[src/rtl/rv64_pkg.sv]
// Shared RV64 front-end constants and helpers.
package rv64_pkg;
    localparam int XLEN        = 64;
    localparam int ILEN        = 32;
    localparam int INSTR_BYTES = 4;
    localparam logic [ILEN-1:0] NOP_INSTR = 32'h0000_0013;

    // Redirect targets are forced onto an instruction boundary.
    function automatic logic [XLEN-1:0] align_pc(input logic [XLEN-1:0] addr);
        return addr & ~XLEN'(INSTR_BYTES - 1);
    endfunction
endpackage

[src/rtl/fetch_ctrl_if.sv]
// PC, redirect, instruction-memory and decode signals of the fetch controller.
interface fetch_ctrl_if;
    import rv64_pkg::*;

    logic [XLEN-1:0] pc;
    logic [XLEN-1:0] pc_next;
    logic            pc_en;
    logic            redirect_valid;
    logic [XLEN-1:0] redirect_pc;
    logic            imem_req_valid;
    logic            imem_req_ready;
    logic [XLEN-1:0] imem_req_addr;
    logic            imem_rsp_valid;
    logic [ILEN-1:0] imem_rsp_data;
    logic            dec_valid;
    logic            dec_ready;
    logic [ILEN-1:0] dec_instr;
    logic [XLEN-1:0] dec_pc;

    modport master (
        input  pc, redirect_valid, redirect_pc, imem_req_ready,
               imem_rsp_valid, imem_rsp_data, dec_ready,
        output pc_next, pc_en, imem_req_valid, imem_req_addr,
               dec_valid, dec_instr, dec_pc
    );

    modport slave (
        output pc, redirect_valid, redirect_pc, imem_req_ready,
               imem_rsp_valid, imem_rsp_data, dec_ready,
        input  pc_next, pc_en, imem_req_valid, imem_req_addr,
               dec_valid, dec_instr, dec_pc
    );
endinterface

[src/rtl/fetch_queue.sv]
// Circular fetch queue: entries are allocated at request time and filled in
// order by responses; filled entries always form a prefix starting at head.
module fetch_queue
    import rv64_pkg::*;
#(
    parameter int DEPTH = 4,
    localparam int PTR_W = $clog2(DEPTH),
    localparam int CNT_W = $clog2(DEPTH + 1)
) (
    input  logic             clk,
    input  logic             rst,
    input  logic             alloc,
    input  logic [XLEN-1:0]  alloc_pc,
    input  logic             fill,
    input  logic [ILEN-1:0]  fill_instr,
    input  logic             pop,
    input  logic             flush,
    output logic [CNT_W-1:0] count,
    output logic [CNT_W-1:0] unfilled,
    output logic             head_filled,
    output logic [XLEN-1:0]  head_pc,
    output logic [ILEN-1:0]  head_instr
);
    logic [XLEN-1:0]  pc_mem     [DEPTH];
    logic [ILEN-1:0]  instr_mem  [DEPTH];
    logic             filled_reg [DEPTH];
    logic [PTR_W-1:0] head_reg, tail_reg, fill_ptr_reg;
    logic [CNT_W-1:0] count_reg, unfilled_reg;
    logic             fill_en;

    assign fill_en = fill && (unfilled_reg != '0);

    always_ff @(posedge clk or posedge rst) begin
        if (rst) begin
            head_reg     <= '0;
            tail_reg     <= '0;
            fill_ptr_reg <= '0;
            count_reg    <= '0;
            unfilled_reg <= '0;
        end else if (flush) begin
            head_reg     <= '0;
            tail_reg     <= '0;
            fill_ptr_reg <= '0;
            count_reg    <= '0;
            unfilled_reg <= '0;
        end else begin
            if (alloc)   tail_reg     <= tail_reg + PTR_W'(1);
            if (fill_en) fill_ptr_reg <= fill_ptr_reg + PTR_W'(1);
            if (pop)     head_reg     <= head_reg + PTR_W'(1);
            count_reg    <= count_reg + CNT_W'(alloc) - CNT_W'(pop);
            unfilled_reg <= unfilled_reg + CNT_W'(alloc) - CNT_W'(fill_en);
        end
    end

    always_ff @(posedge clk) begin
        if (alloc && !flush)   pc_mem[tail_reg]        <= alloc_pc;
        if (fill_en && !flush) instr_mem[fill_ptr_reg] <= fill_instr;
    end

    // Fill and pop never target the same slot: fill hits the oldest unfilled
    // entry while pop only retires a filled head.
    for (genvar gi = 0; gi < DEPTH; gi++) begin : g_entry
        always_ff @(posedge clk or posedge rst) begin
            if (rst)
                filled_reg[gi] <= 1'b0;
            else if (flush)
                filled_reg[gi] <= 1'b0;
            else if (fill_en && fill_ptr_reg == PTR_W'(gi))
                filled_reg[gi] <= 1'b1;
            else if (pop && head_reg == PTR_W'(gi))
                filled_reg[gi] <= 1'b0;
        end
    end

    assign count       = count_reg;
    assign unfilled    = unfilled_reg;
    assign head_filled = filled_reg[head_reg];
    assign head_pc     = pc_mem[head_reg];
    assign head_instr  = instr_mem[head_reg];
endmodule

[src/rtl/fetch_ctrl.sv]
// Instruction-fetch controller: gates in-order memory requests, discards stale
// responses after redirects and feeds decode from the fetch queue.
module fetch_ctrl
    import rv64_pkg::*;
#(
    parameter int DEPTH = 4
) (
    input logic          clk,
    input logic          rst,
    fetch_ctrl_if.master bus
);
    localparam int CNT_W = $clog2(DEPTH + 1);

    logic [CNT_W-1:0] count, unfilled;
    logic [CNT_W-1:0] drop_cnt_reg, drop_cnt_next;
    logic [CNT_W:0]   in_flight;
    logic             head_filled, req_fire, rsp_drop, rsp_fill, pop;
    logic [XLEN-1:0]  head_pc;
    logic [ILEN-1:0]  head_instr;

    // Every outstanding memory transaction is either an unfilled entry or a
    // response still to be dropped; bounding their sum bounds drop_cnt too.
    assign in_flight = {1'b0, unfilled} + {1'b0, drop_cnt_reg};

    assign bus.imem_req_valid = !rst && !bus.redirect_valid
                                && (count < CNT_W'(DEPTH))
                                && (in_flight < (CNT_W + 1)'(DEPTH));
    assign bus.imem_req_addr  = bus.pc;
    assign req_fire           = bus.imem_req_valid && bus.imem_req_ready;

    assign rsp_drop = bus.imem_rsp_valid && (drop_cnt_reg != '0);
    assign rsp_fill = bus.imem_rsp_valid && (drop_cnt_reg == '0);

    assign bus.dec_valid = head_filled && !bus.redirect_valid;
    assign bus.dec_pc    = head_pc;
    assign bus.dec_instr = head_instr;
    assign pop           = bus.dec_valid && bus.dec_ready;

    assign bus.pc_next = bus.redirect_valid ? align_pc(bus.redirect_pc)
                                            : bus.pc + XLEN'(INSTR_BYTES);
    assign bus.pc_en   = !rst && (bus.redirect_valid || req_fire);

    // On redirect, every request still unfilled after this cycle's response
    // becomes a stale response to discard.
    always_comb begin
        drop_cnt_next = drop_cnt_reg;
        if (rsp_drop)
            drop_cnt_next = drop_cnt_reg - CNT_W'(1);
        if (bus.redirect_valid)
            drop_cnt_next = drop_cnt_next + (unfilled - CNT_W'(rsp_fill));
    end

    always_ff @(posedge clk or posedge rst) begin
        if (rst)
            drop_cnt_reg <= '0;
        else
            drop_cnt_reg <= drop_cnt_next;
    end

    fetch_queue #(
        .DEPTH (DEPTH)
    ) u_queue (
        .clk         (clk),
        .rst         (rst),
        .alloc       (req_fire),
        .alloc_pc    (bus.pc),
        .fill        (rsp_fill),
        .fill_instr  (bus.imem_rsp_data),
        .pop         (pop),
        .flush       (bus.redirect_valid),
        .count       (count),
        .unfilled    (unfilled),
        .head_filled (head_filled),
        .head_pc     (head_pc),
        .head_instr  (head_instr)
    );
endmodule
[src/flat_wrapper.sv]
// flat-port wrapper written by rule: the top's interface ports become plain ports
module fetch_ctrl_flat import rv64_pkg::*;
#(
    parameter int DEPTH = 4
)
  (clk, rst, bus_pc, bus_redirect_valid, bus_redirect_pc, bus_imem_req_ready, bus_imem_rsp_valid, bus_imem_rsp_data, bus_dec_ready, bus_pc_next, bus_pc_en, bus_imem_req_valid, bus_imem_req_addr, bus_dec_valid, bus_dec_instr, bus_dec_pc);
  fetch_ctrl_if bus_i ();
  input logic clk;
  input logic rst;
  input wire logic [$bits(bus_i.pc)-1:0] bus_pc;
  input wire logic [$bits(bus_i.redirect_valid)-1:0] bus_redirect_valid;
  input wire logic [$bits(bus_i.redirect_pc)-1:0] bus_redirect_pc;
  input wire logic [$bits(bus_i.imem_req_ready)-1:0] bus_imem_req_ready;
  input wire logic [$bits(bus_i.imem_rsp_valid)-1:0] bus_imem_rsp_valid;
  input wire logic [$bits(bus_i.imem_rsp_data)-1:0] bus_imem_rsp_data;
  input wire logic [$bits(bus_i.dec_ready)-1:0] bus_dec_ready;
  output wire logic [$bits(bus_i.pc_next)-1:0] bus_pc_next;
  output wire logic [$bits(bus_i.pc_en)-1:0] bus_pc_en;
  output wire logic [$bits(bus_i.imem_req_valid)-1:0] bus_imem_req_valid;
  output wire logic [$bits(bus_i.imem_req_addr)-1:0] bus_imem_req_addr;
  output wire logic [$bits(bus_i.dec_valid)-1:0] bus_dec_valid;
  output wire logic [$bits(bus_i.dec_instr)-1:0] bus_dec_instr;
  output wire logic [$bits(bus_i.dec_pc)-1:0] bus_dec_pc;
  assign bus_i.pc = bus_pc;
  assign bus_i.redirect_valid = bus_redirect_valid;
  assign bus_i.redirect_pc = bus_redirect_pc;
  assign bus_i.imem_req_ready = bus_imem_req_ready;
  assign bus_i.imem_rsp_valid = bus_imem_rsp_valid;
  assign bus_i.imem_rsp_data = bus_imem_rsp_data;
  assign bus_i.dec_ready = bus_dec_ready;
  assign bus_pc_next = bus_i.pc_next;
  assign bus_pc_en = bus_i.pc_en;
  assign bus_imem_req_valid = bus_i.imem_req_valid;
  assign bus_imem_req_addr = bus_i.imem_req_addr;
  assign bus_dec_valid = bus_i.dec_valid;
  assign bus_dec_instr = bus_i.dec_instr;
  assign bus_dec_pc = bus_i.dec_pc;
  fetch_ctrl #(.DEPTH(DEPTH)) u_core (.clk(clk), .rst(rst), .bus(bus_i));
endmodule
[config.mk]
export PLATFORM = sky130hd
export DESIGN_NAME = fetch_ctrl_flat
export DESIGN_NICKNAME = d
export VERILOG_FILES = /design/src/rtl/rv64_pkg.sv /design/src/rtl/fetch_ctrl_if.sv /design/src/rtl/fetch_queue.sv /design/src/rtl/fetch_ctrl.sv /design/src/flat_wrapper.sv
export SDC_FILE = /design/constraint.sdc
export NUM_CORES = 1
export LEC_CHECK = 0
export ABC_AREA = 1
export BUFFER_PORTS_ARGS = -buffer_cell sky130_fd_sc_hd__buf_2
export CORE_ASPECT_RATIO = 1.1
export CORE_UTILIZATION = 47
export CTS_BUF_LIST = sky130_fd_sc_hd__clkbuf_4 sky130_fd_sc_hd__clkbuf_8
export CTS_CLUSTER_SIZE = 16
export DETAILED_ROUTE_END_ITERATION = 12
export GPL_TIMING_DRIVEN = 0
export PLACE_DENSITY = 0.76
export SYNTH_ARGS = -nofsm -noshare
export SYNTH_HDL_FRONTEND = slang
export SYNTH_HIERARCHICAL = 1
export SYNTH_SLANG_ARGS = --single-unit
[constraint.sdc]
create_clock -name clk -period 4.16 [get_ports clk]
set_input_delay 0.624 -clock clk [delete_from_list [all_inputs] [get_ports clk]]
set_output_delay 0.624 -clock clk [all_outputs]
set_load 0.01 [all_outputs]
Word level (Yosys, flattened, before mapping)
Memory sizes are Yosys's and may differ from the RTL's.
Cells that the tools add are included.
Storage, ports and cells
  memories: 2
  register bits: 19
  bits in writable memories: 384
Memories
  u_core.u_queue.pc_mem: depth 4, bits a word 64, rd ports 1, clocked after Yosys merged registers in 0, wr ports 1, RTL line fetch_queue.sv:24  | logic [XLEN-1:0] pc_mem [DEPTH];
  u_core.u_queue.instr_mem: depth 4, bits a word 32, rd ports 1, clocked after Yosys merged registers in 0, wr ports 1, RTL line fetch_queue.sv:25  | logic [ILEN-1:0] instr_mem [DEPTH];
Operators by class
  reductions and logical operators: 35
  equality and inequality tests: 6
  add/subtract/negate cells: 12
  bitwise operators: 1
  order comparisons: 3
  mux-type cells: 30
Operators by type and width (number)
  64-bit by 3-bit adder with 64-bit output (second input constant): 1
  64-bit two-way mux: 1
  1-bit logical AND: 20
  1-bit two-way mux: 18
  3-bit nonzero test: 6
  2-bit two-way mux: 6
  3-bit two-way mux: 4
  3-bit by 1-bit subtractor with 3-bit output: 3
  2-bit == test (second input constant): 4
  2-bit by 1-bit adder with 2-bit output (second input constant): 3
  3-bit by 1-bit adder with 3-bit output: 2
  2-bit nonzero test: 3
  3-bit by 3-bit adder with 4-bit output: 1
  2-bit by 1-bit == test with 1-bit output (second input constant): 2
  2-bit logical NOT: 2
  4-bit by 3-bit less-than comparator with 1-bit output (second input constant): 1
  3-bit adder: 1
  3-bit greater-or-equal comparator (second input constant): 1
  3-bit logical NOT: 1
  3-bit less-than comparator (second input constant): 1
  2-bit NOT with 3-bit output: 1
  3-bit by 1-bit subtractor with 3-bit output (second input constant): 1
  1-bit binary-select mux with 2-bit select: 1
  1-bit logical NOT: 2
  1-bit logical OR: 1

Depth between registers and ports, before layout
Gate-level depths: netlist of run 1.
  depth after elaboration: 10
  depth in mapped cells: 15

Cells and area by module
The synthesis of run 1 kept the hierarchy.
Modules (own cells, without submodules)
  fetch_queue: cells an instance 1149, area an instance 15469.8 um2, times used 1
  fetch_ctrl: cells an instance 757, area an instance 3656.0 um2, times used 1

Worst setup path after synthesis of run 1
No wires, ideal clock.
  kind: input port to flip-flop
  start: in bus_redirect_valid
  end: mem u_core.u_queue.pc_mem[0][0], enable pin
  arrival time: 4.450 ns
  setup time: 0.486 ns
  slack: -0.777 ns
  stages: 8
  path buffers: 1
  path through: clkbuf_1 inv_1 nand2_1 nor4_1 nand2_1 inv_1 nand2_1 nor2_1
On the way
  longest elaborated chain between the ends: 8
Ends and longest elaborated chain
  from (decl): RTL line flat_wrapper.sv:11  | input wire logic [$bits(bus_i.redirect_valid)-1:0] bus_redirect_valid;
  1-bit logical NOT: RTL line fetch_ctrl.sv:25  | assign bus.imem_req_valid = !rst && !bus.redirect_valid
  1-bit logical AND: RTL line fetch_ctrl.sv:25
  1-bit logical AND: RTL line fetch_ctrl.sv:26  | && (count < CNT_W'(DEPTH))
  1-bit logical AND: RTL line fetch_ctrl.sv:27  | && (in_flight < (CNT_W + 1)'(DEPTH));
  net bus_imem_req_valid: RTL line flat_wrapper.sv:19  | output wire logic [$bits(bus_i.imem_req_valid)-1:0] bus_imem_req_valid;
  1-bit logical AND: RTL line fetch_ctrl.sv:29  | assign req_fire = bus.imem_req_valid && bus.imem_req_ready;
  net u_core.req_fire: RTL line fetch_ctrl.sv:17  | logic head_filled, req_fire, rsp_drop, rsp_fill, pop;
  1-bit logical AND: RTL line fetch_queue.sv:56  | if (alloc && !flush) pc_mem[tail_reg] <= alloc_pc;
  1-bit two-way mux: RTL line fetch_queue.sv:56
  1-bit two-way mux (not written as such): RTL line fetch_queue.sv:56
  to (decl): RTL line fetch_queue.sv:24
The timed path passes the listed nets, and every way through them passes these cells.

Worst setup path after layout of run 1
  start: in bus_redirect_valid
  end: out bus_pc_next[51]
On the way
  longest elaborated chain between the ends: 1
Ends and longest elaborated chain
  64-bit two-way mux: RTL line fetch_ctrl.sv:39  | assign bus.pc_next = bus.redirect_valid ? align_pc(bus.redirect_pc)
  to (decl): RTL line flat_wrapper.sv:17  | output wire logic [$bits(bus_i.pc_next)-1:0] bus_pc_next;
Every way passes these cells.

==> results of run 1 <==
[worst max-delay path: cells and delay by family]
family / cells / cell delay (ps)
buf+inv: 4 / 1920
simple gates: 2 / 300
[area by class of cell]
class,count,area [um2]
multi-input combinational,1272,5880
sequential,403,12000
clock inverter,29,173
buffer,146,942
fill,3450,17000
antenna,3,7.51
inverter,85,324
tap,513,642
clock buffer,83,1050
timing repair buffer,398,2120
[cell families after synthesis]
logic type / after synthesis
adders and majority gates: 26
AOI/OAI and AO/OA: 346
xor gates and xnor gates: 31
DFF: 403
and+or+nand+nor: 869
buffers and inverters: 231
[power breakdown]
| group | internal [mW] | leakage [nW] | switching (mW) |
|---|---|---|---|
| registers | 4.50 | 3.71 | 0.0324 |
| clock network | 1.72 | 0.622 | 1.57 |
| logic | 0.327 | 4.92 | 0.565 |
| total | 6.55 | 9.25 | 2.17 |
[cell usage after synthesis, types with 2 or more instances]
master,instances
inv_1,80
xor2_1,20
buf_4,74
edfxtp_1,384
nand4_1,22
xnor2_1,11
nand3_2,2
nand3_1,32
buf_2,30
a21oi_1,5
nor2_4,8
nand2_2,9
buf_6,9
o21ai_1,120
nor2_2,9
inv_2,3
nor3_1,4
nor2_1,424
o31ai_1,2
fa_1,3
nand2_1,354
or2_2,2
dfrtp_1,19
ha_1,23
o21ai_0,218
clkbuf_1,31
[layer usage]
layer  wire length (um)  vias to the layer above  GRT usage (%)
met5                 24                        -              0
met3               4900                      114           5.16
li1                   -                     7344              -
met1              23100                     7395           35.0
met4               1850                        4           11.0
met2              29500                      805           49.7
[stage by stage]
| step | utilization, % | std cells |
|---|---|---|
| 6_report | 57.6 | 2932 |
| 5_1_grt | 57.6 | 2929 |
| 4_1_cts | 57.6 | 2929 |
| 3_5_place_dp | 54.5 | 2816 |
| 3_3_place_gp | 54.1 | 2808 |
| 2_1_floorplan | - | 1906 |
[what timing repair did]
item                                   CTS  global route
endpoints found under the hold margin    3             0
hold buffers                             1             0
setup endpoints to repair                0             0
[path summary, 6_finish.rpt]
| check | cells after the start | slack, ps | endpoint | start |
|---|---|---|---|---|
| hold reg to reg | 2 | 530 | u_core/u_queue/filled_reg[2] | u_core/u_queue/filled_reg[2] |
| hold / removal | 1 | 220 | u_core/u_queue/instr_mem[3][2] | bus_imem_rsp_data[2] |
| setup reg to reg | 13 | 1280 | u_core/u_queue/count[2] | u_core/u_queue/head_reg[1] |
| max in group asynchronous | 3 | 3060 | u_core/u_queue/filled_reg[2] | rst |
| min in group asynchronous | 3 | 470 | u_core/drop_cnt_reg[1] | rst |
| setup / recovery | 6 | 660 | bus_pc_next[51] | bus_redirect_valid |
==> metrics.md, run 1 <==
| Metric | Value |
|---|---|
| Status | `completed` |
| Design area | `23,100 um2` |
| Initial Util | `47.6%` |
| Total power | `8.72 mW` |
| Max-slew violations | `0` |
| Leading cell type in the layout, fill and taps excluded | `nor2_1` |
| Post-synth top area cell | `edfxtp_1` |
| Die Height | `214 um` |
| Setup TNS | `0 ps` |
| Initial antenna violation count | `2` |
| Worst EP arrival | `2870 ps` |
| Clk slew on worst S/H paths | `60 ps` |
| Sequential area share after synthesis | `62.8%` |
| CTS tree | `built` |
| Max IR drop VDD | `0.000238 V` |
| Yosys Warn Count | `6` |
| DP Worst Slack | `764 ps` |
| Num CTS Buffers | `66` |
| Placed cell area | `21,900 um2` |
| Yosys reg bits | `403` |
| Clk root buf | `clkbuf_8` |
| Synth cell types | `34` |
| Unrepaired setup endpoints after global routing | `no` |
| Cts repair resizes | `0` |
| CP peak stage delay | `820 ps` |
| Largest net degree at the start of global routing | `33` |
| Crit path max-delay cell type | `clkbuf_1` |
| Antenna viol nets, final | `0` |
| DR vias | `15.7k` |
| CP Capture Type | `primary output` |
| Post-detail-place hpwl | `43,200 um` |
| Final Cycle Share | `84.0%` |
| Ranking of synthesized cells by area | `edfxtp_1 (60%), nor2_1 (8.3%), nand2_1 (6.9%), o21ai_0 (5.7%), o21ai_1 (3.1%)` |
| Synth Area in Simple Gates | `18.3%` |
| Top Ports | `393` |
| Multiplexer area fraction after synthesis | `0%` |
| Syn avg cell area | `10.0 um2` |
| # DRC | `0` |
| Core region area | `40,200 um2` |
| Compound-Gate Fraction of Synth Area | `9.10%` |
| Wirelength per Cell | `20.2 um` |
| Final wirelength | `59,300 um` |
| Max_cap viols | `0` |
| Vias in the first global route | `15.0k` |
| Ys async rst share | `4.71%` |
| Main combinational cell family by area after synthesis | `simple AND/OR/NAND/NOR gates` |
| Max Root-Sink Buffers | `3` |
| Main synth FF type | `edfxtp_1` |
| Setup ws final | `664 ps` |
| DRT Pass-1 Iters | `7` |
| P&R area growth vs syn | `21.0%` |
| Worst-Margin Slew | `1020 ps` |
| HP Class | `primary input to flip-flop` |
| Final Hold Viols | `0` |
| Adder-Cell Fraction of Synth Area | `1.82%` |
| Gr ovfl total | `0` |
| FP Rows | `77` |
| Cells after Synth | `1,906` |
| Share of cells above drive strength 1 | `26.8%` |
| Vias per cell | `5.34` |
| Max reg flops | `256` |
| Startpoint Class | `primary input` |
| Mapped Nets | `2,098` |
| Worst-path cell chain | `clkbuf_1 > clkbuf_1 > clkbuf_1 > nand2_1 > nand2_1 > buf_2` |
| DRT iter0 DRCs | `1,222` |
| Fin nets | `2,564` |
| Total track usage | `28.3%` |
| Global-route wire length before repair | `87,500 um` |
| Worst path required time | `3540 ps` |
| Crit Path Max Fanout | `10` |
| Die width | `194 um` |
| XOR/XNOR share of the synthesized area | `1.42%` |
| Pwr per Cell Area | `377 nW/um2` |
| Worst hold slack | `223 ps` |
| Number of enable flip-flop cells after synthesis | `384` |
| Slew headroom | `32.0%` |
| Leakage | `9.25 nW` |
| Worst clock skew | `41.4 ps` |
| Fmax | `286 MHz` |
| Final setup viols | `0` |
| Fin crit period | `3500 ps` |
| Htree depth | `3` |
| Commonest non-fill, non-tap cells in the layout | `nor2_1 (420), buf_2 (419), edfxtp_1 (384)` |
| RePlAce Congestion | `0.964` |
| CP dominant cell by count | `clkbuf_1` |
| CP Class | `primary input to primary output` |
| Synth top area share | `60.3%` |
| DIE AREA | `41,500 um2` |
| Number of I/O port buffers | `389` |
| Synth Cell Area | `19,100 um2` |
| Postcts setup bufs | `0` |
| Clock sink count | `403` |
| Worst-Skew Late Latency | `620 ps` |
Power figures use the tool's default switching activity.
==> run 2, diff against run 1 <==
- PLACE_DENSITY: 0.76 -> 0.73
- clock period: 4.16 -> 3.65 ns (I/O delays scaled with it)
==> run 2 against run 1 <==
  * Clock power increased by 18%
  * Critical path depth unchanged
  * Sequential share of layout area decreased by 0.17 points
  * Cell area increased by 0.32%
  * Die area unchanged
  * Largest cell class unchanged
  * Largest power group unchanged
==> metrics.md, run 2 (same netlist as run 1, synthesis figures left out) <==
| Metric | Value |
|---|---|
| Leakage | `9.31 nW (+0.69%)` |
| Crit path max-delay cell type | `clkbuf_1` |
| Layout Utilization | `57.8% (+0.19 points)` |
| Pwr per Cell Area | `434 nW/um2 (+15%)` |
| Gr ovfl total | `0 (unchanged)` |
| Post-detail-place hpwl | `43,100 um (-0.31%)` |
| Cts repair resizes | `0 (unchanged)` |
| Fmax | `298 MHz` |
| Global-route wire length before repair | `87,800 um (+0.28%)` |
| Non-filler instance count after layout | `2,933 (+0.034%)` |
| Core region area | `40,200 um2 (unchanged)` |
| Max_cap viols | `0 (unchanged)` |
| Unrepaired setup endpoints after global routing | `no` |
| Initial antenna violation count | `4 (+2)` |
| Buf+Inv Stages, Crit Path | `4 (unchanged)` |
| # DRC | `0 (unchanged)` |
| Max reg flops | `256 (unchanged)` |
| Initial Util | `47.6% (unchanged)` |
| Worst clock skew | `30.7 ps (-10.6 ps)` |
| Status | `completed` |
| Worst-Skew Late Latency | `630 ps (about the same)` |
| Crit Path Max Fanout | `10 (unchanged)` |
| Worst EP arrival | `2800 ps (-70 ps)` |
| CP Class | `primary input to primary output` |
| Total track usage | `28.2% (-0.11 points)` |
| P&R area growth vs syn | `21.4%` |
| Clock sink count | `403 (unchanged)` |
| CP Capture Type | `primary output` |
| Worst-Margin Slew | `998 ps (-21.5 ps)` |
| Fill count | `3,473 (+0.67%)` |
| Max IR drop VDD | `0.000280 V (+17%)` |
| Commonest non-fill, non-tap cells in the layout | `nor2_1 (420), buf_2 (419), edfxtp_1 (384)` |
| Worst-path cell chain | `clkbuf_1 > clkbuf_1 > clkbuf_1 > nand2_1 > nand2_1 > buf_2` |
| Slew headroom | `33.5% (+1.4 points)` |
| Largest net degree at the start of global routing | `33 (unchanged)` |
| Cell family with most CP delay | `buffers and inverters` |
| FP Rows | `77 (unchanged)` |
| Worst path required time | `3100 ps (-440 ps)` |
| DRT iter0 DRCs | `1,293 (+5.8%)` |
| CP peak stage delay | `800 ps (-20 ps)` |
| Final setup viols | `0 (unchanged)` |
| Final Hold Viols | `0 (unchanged)` |
| Die Height | `214 um (unchanged)` |
| Final Cycle Share | `91.8%` |
| RePlAce Congestion | `0.938 (-2.8%)` |
| DRT Pass-1 Iters | `7 (unchanged)` |
| Top Ports | `393 (unchanged)` |
| Clk slew on worst S/H paths | `60 ps (about the same)` |
| CP dominant cell by count | `clkbuf_1` |
| Die width | `194 um (unchanged)` |
| Share of cells above drive strength 1 | `27.2% (+0.38 points)` |
| Wirelength per Cell | `20.1 um (-0.79%)` |
| Max-slew violations | `0 (unchanged)` |
| DR vias | `15.8k (+0.64%)` |
| Leading cell type in the layout, fill and taps excluded | `nor2_1` |
| Antenna viol nets, final | `0 (unchanged)` |
| Clk root buf | `clkbuf_8` |
| Vias per cell | `5.37 (+0.60%)` |
| Vias in the first global route | `15.3k (+2.3%)` |
| Startpoint Class | `primary input` |
| Final wirelength | `58,900 um (-0.75%)` |
| Fin crit period | `3350 ps` |
| HP Class | `primary input to flip-flop` |
| Inst Count DP | `2,816 (unchanged)` |
| Num CTS Buffers | `67 (+1.5%)` |
| Max Root-Sink Buffers | `3 (unchanged)` |
| Fin nets | `2,565 (+0.039%)` |
| Number of I/O port buffers | `389 (unchanged)` |
| CTS tree | `built` |
| DIE AREA | `41,500 um2 (unchanged)` |
| Htree depth | `3 (unchanged)` |
[run 2: cell count changes in the layout (fill, tap and decap cells not counted), sizes merged]
cell      previous run  this run
inv                 85        88
diode                3         1
clkinvlp             6         2
bufinv               1         2
clkbuf             114       123
clkinv              22        16
[run 2: stage by stage]
step	TNS (ps)	hold WS [ps]	instance area (um2)	power (mW)	worst slack, ps
5_1_grt	0	111	23200	10.5	283
6_report	0	134	23200	10.1	299
3_3_place_gp	-357730	450	21700	6.22	-1470
2_1_floorplan	-47030	309	19100	5.78	-184
4_1_cts	0	95.9	23200	10.2	342
3_5_place_dp	0	454	21900	6.27	352
[run 2: area by class of cell]
class	instances	area, um2	area share (%)
Tap cell	513	642	2.76
Clock inverter	23	185	0.797
Timing Repair Buffer	398	2120	9.12
Sequential cell	403	12000	51.7
Clock buffer	92	1120	4.83
Buffer	146	942	4.06
Inverter	85	324	1.40
Multi-Input combinational cell	1272	5880	25.3
Antenna cell	1	2.50	0.0108
[run 2: path summary, 6_finish.rpt]
| kind | from | endpoint | slack, ps | cells after the start |
|---|---|---|---|---|
| worst min-delay path | bus_imem_rsp_data[5] | u_core/u_queue/instr_mem[1][5] | 130 | 1 |
| worst min register to register | u_core/u_queue/filled_reg[2] | u_core/u_queue/filled_reg[2] | 530 | 2 |
| min in group asynchronous | rst | u_core/drop_cnt_reg[0] | 380 | 3 |
| worst max register to register | u_core/u_queue/head_reg[1] | u_core/u_queue/count[2] | 790 | 12 |
| max in group asynchronous | rst | u_core/u_queue/tail_reg[1] | 2600 | 3 |
| worst max-delay path | bus_redirect_valid | bus_pc_next[47] | 300 | 6 |
[run 2: worst register-to-register path, stage by stage, from the launching register on]
cell      delay [ps]
dfrtp_1          420
inv_2            270
clkbuf_1         450
o21ai_0          150
o21ai_0          230
and3_1           230
ha_1             240
inv_1             50
ha_1             120
inv_1             40
fa_1             370
nor2_1           120
nor2_1            50
[run 2: timing repair]
| item | 4_1_cts | 5_1_grt |
|---|---|---|
| endpoints found under the setup margin | 0 | 0 |
| hold buffers | 1 | 0 |
| setup buffers | 0 | 0 |
| endpoints found under the hold margin | 3 | 0 |
[run 2: power breakdown]
part	leakage, nW	switching, mW	total [mW]	internal (mW)
clock	0.686	1.77	3.91	2.14
sequential	3.71	0.0366	5.17	5.13
combinational	4.92	0.635	1.01	0.373
[run 2: metal layers]
layer | vias to the layer above | GRT usage (%) | share of wire (%) | routed length, um
met5 | - | 0 | 0.059 | 35
met2 | 805 | 49.5 | 49 | 29100
li1 | 7349 | - | - | -
met4 | 6 | 11.5 | 3.2 | 1890
met3 | 124 | 4.97 | 8.1 | 4780
met1 | 7478 | 34.8 | 39 | 23100
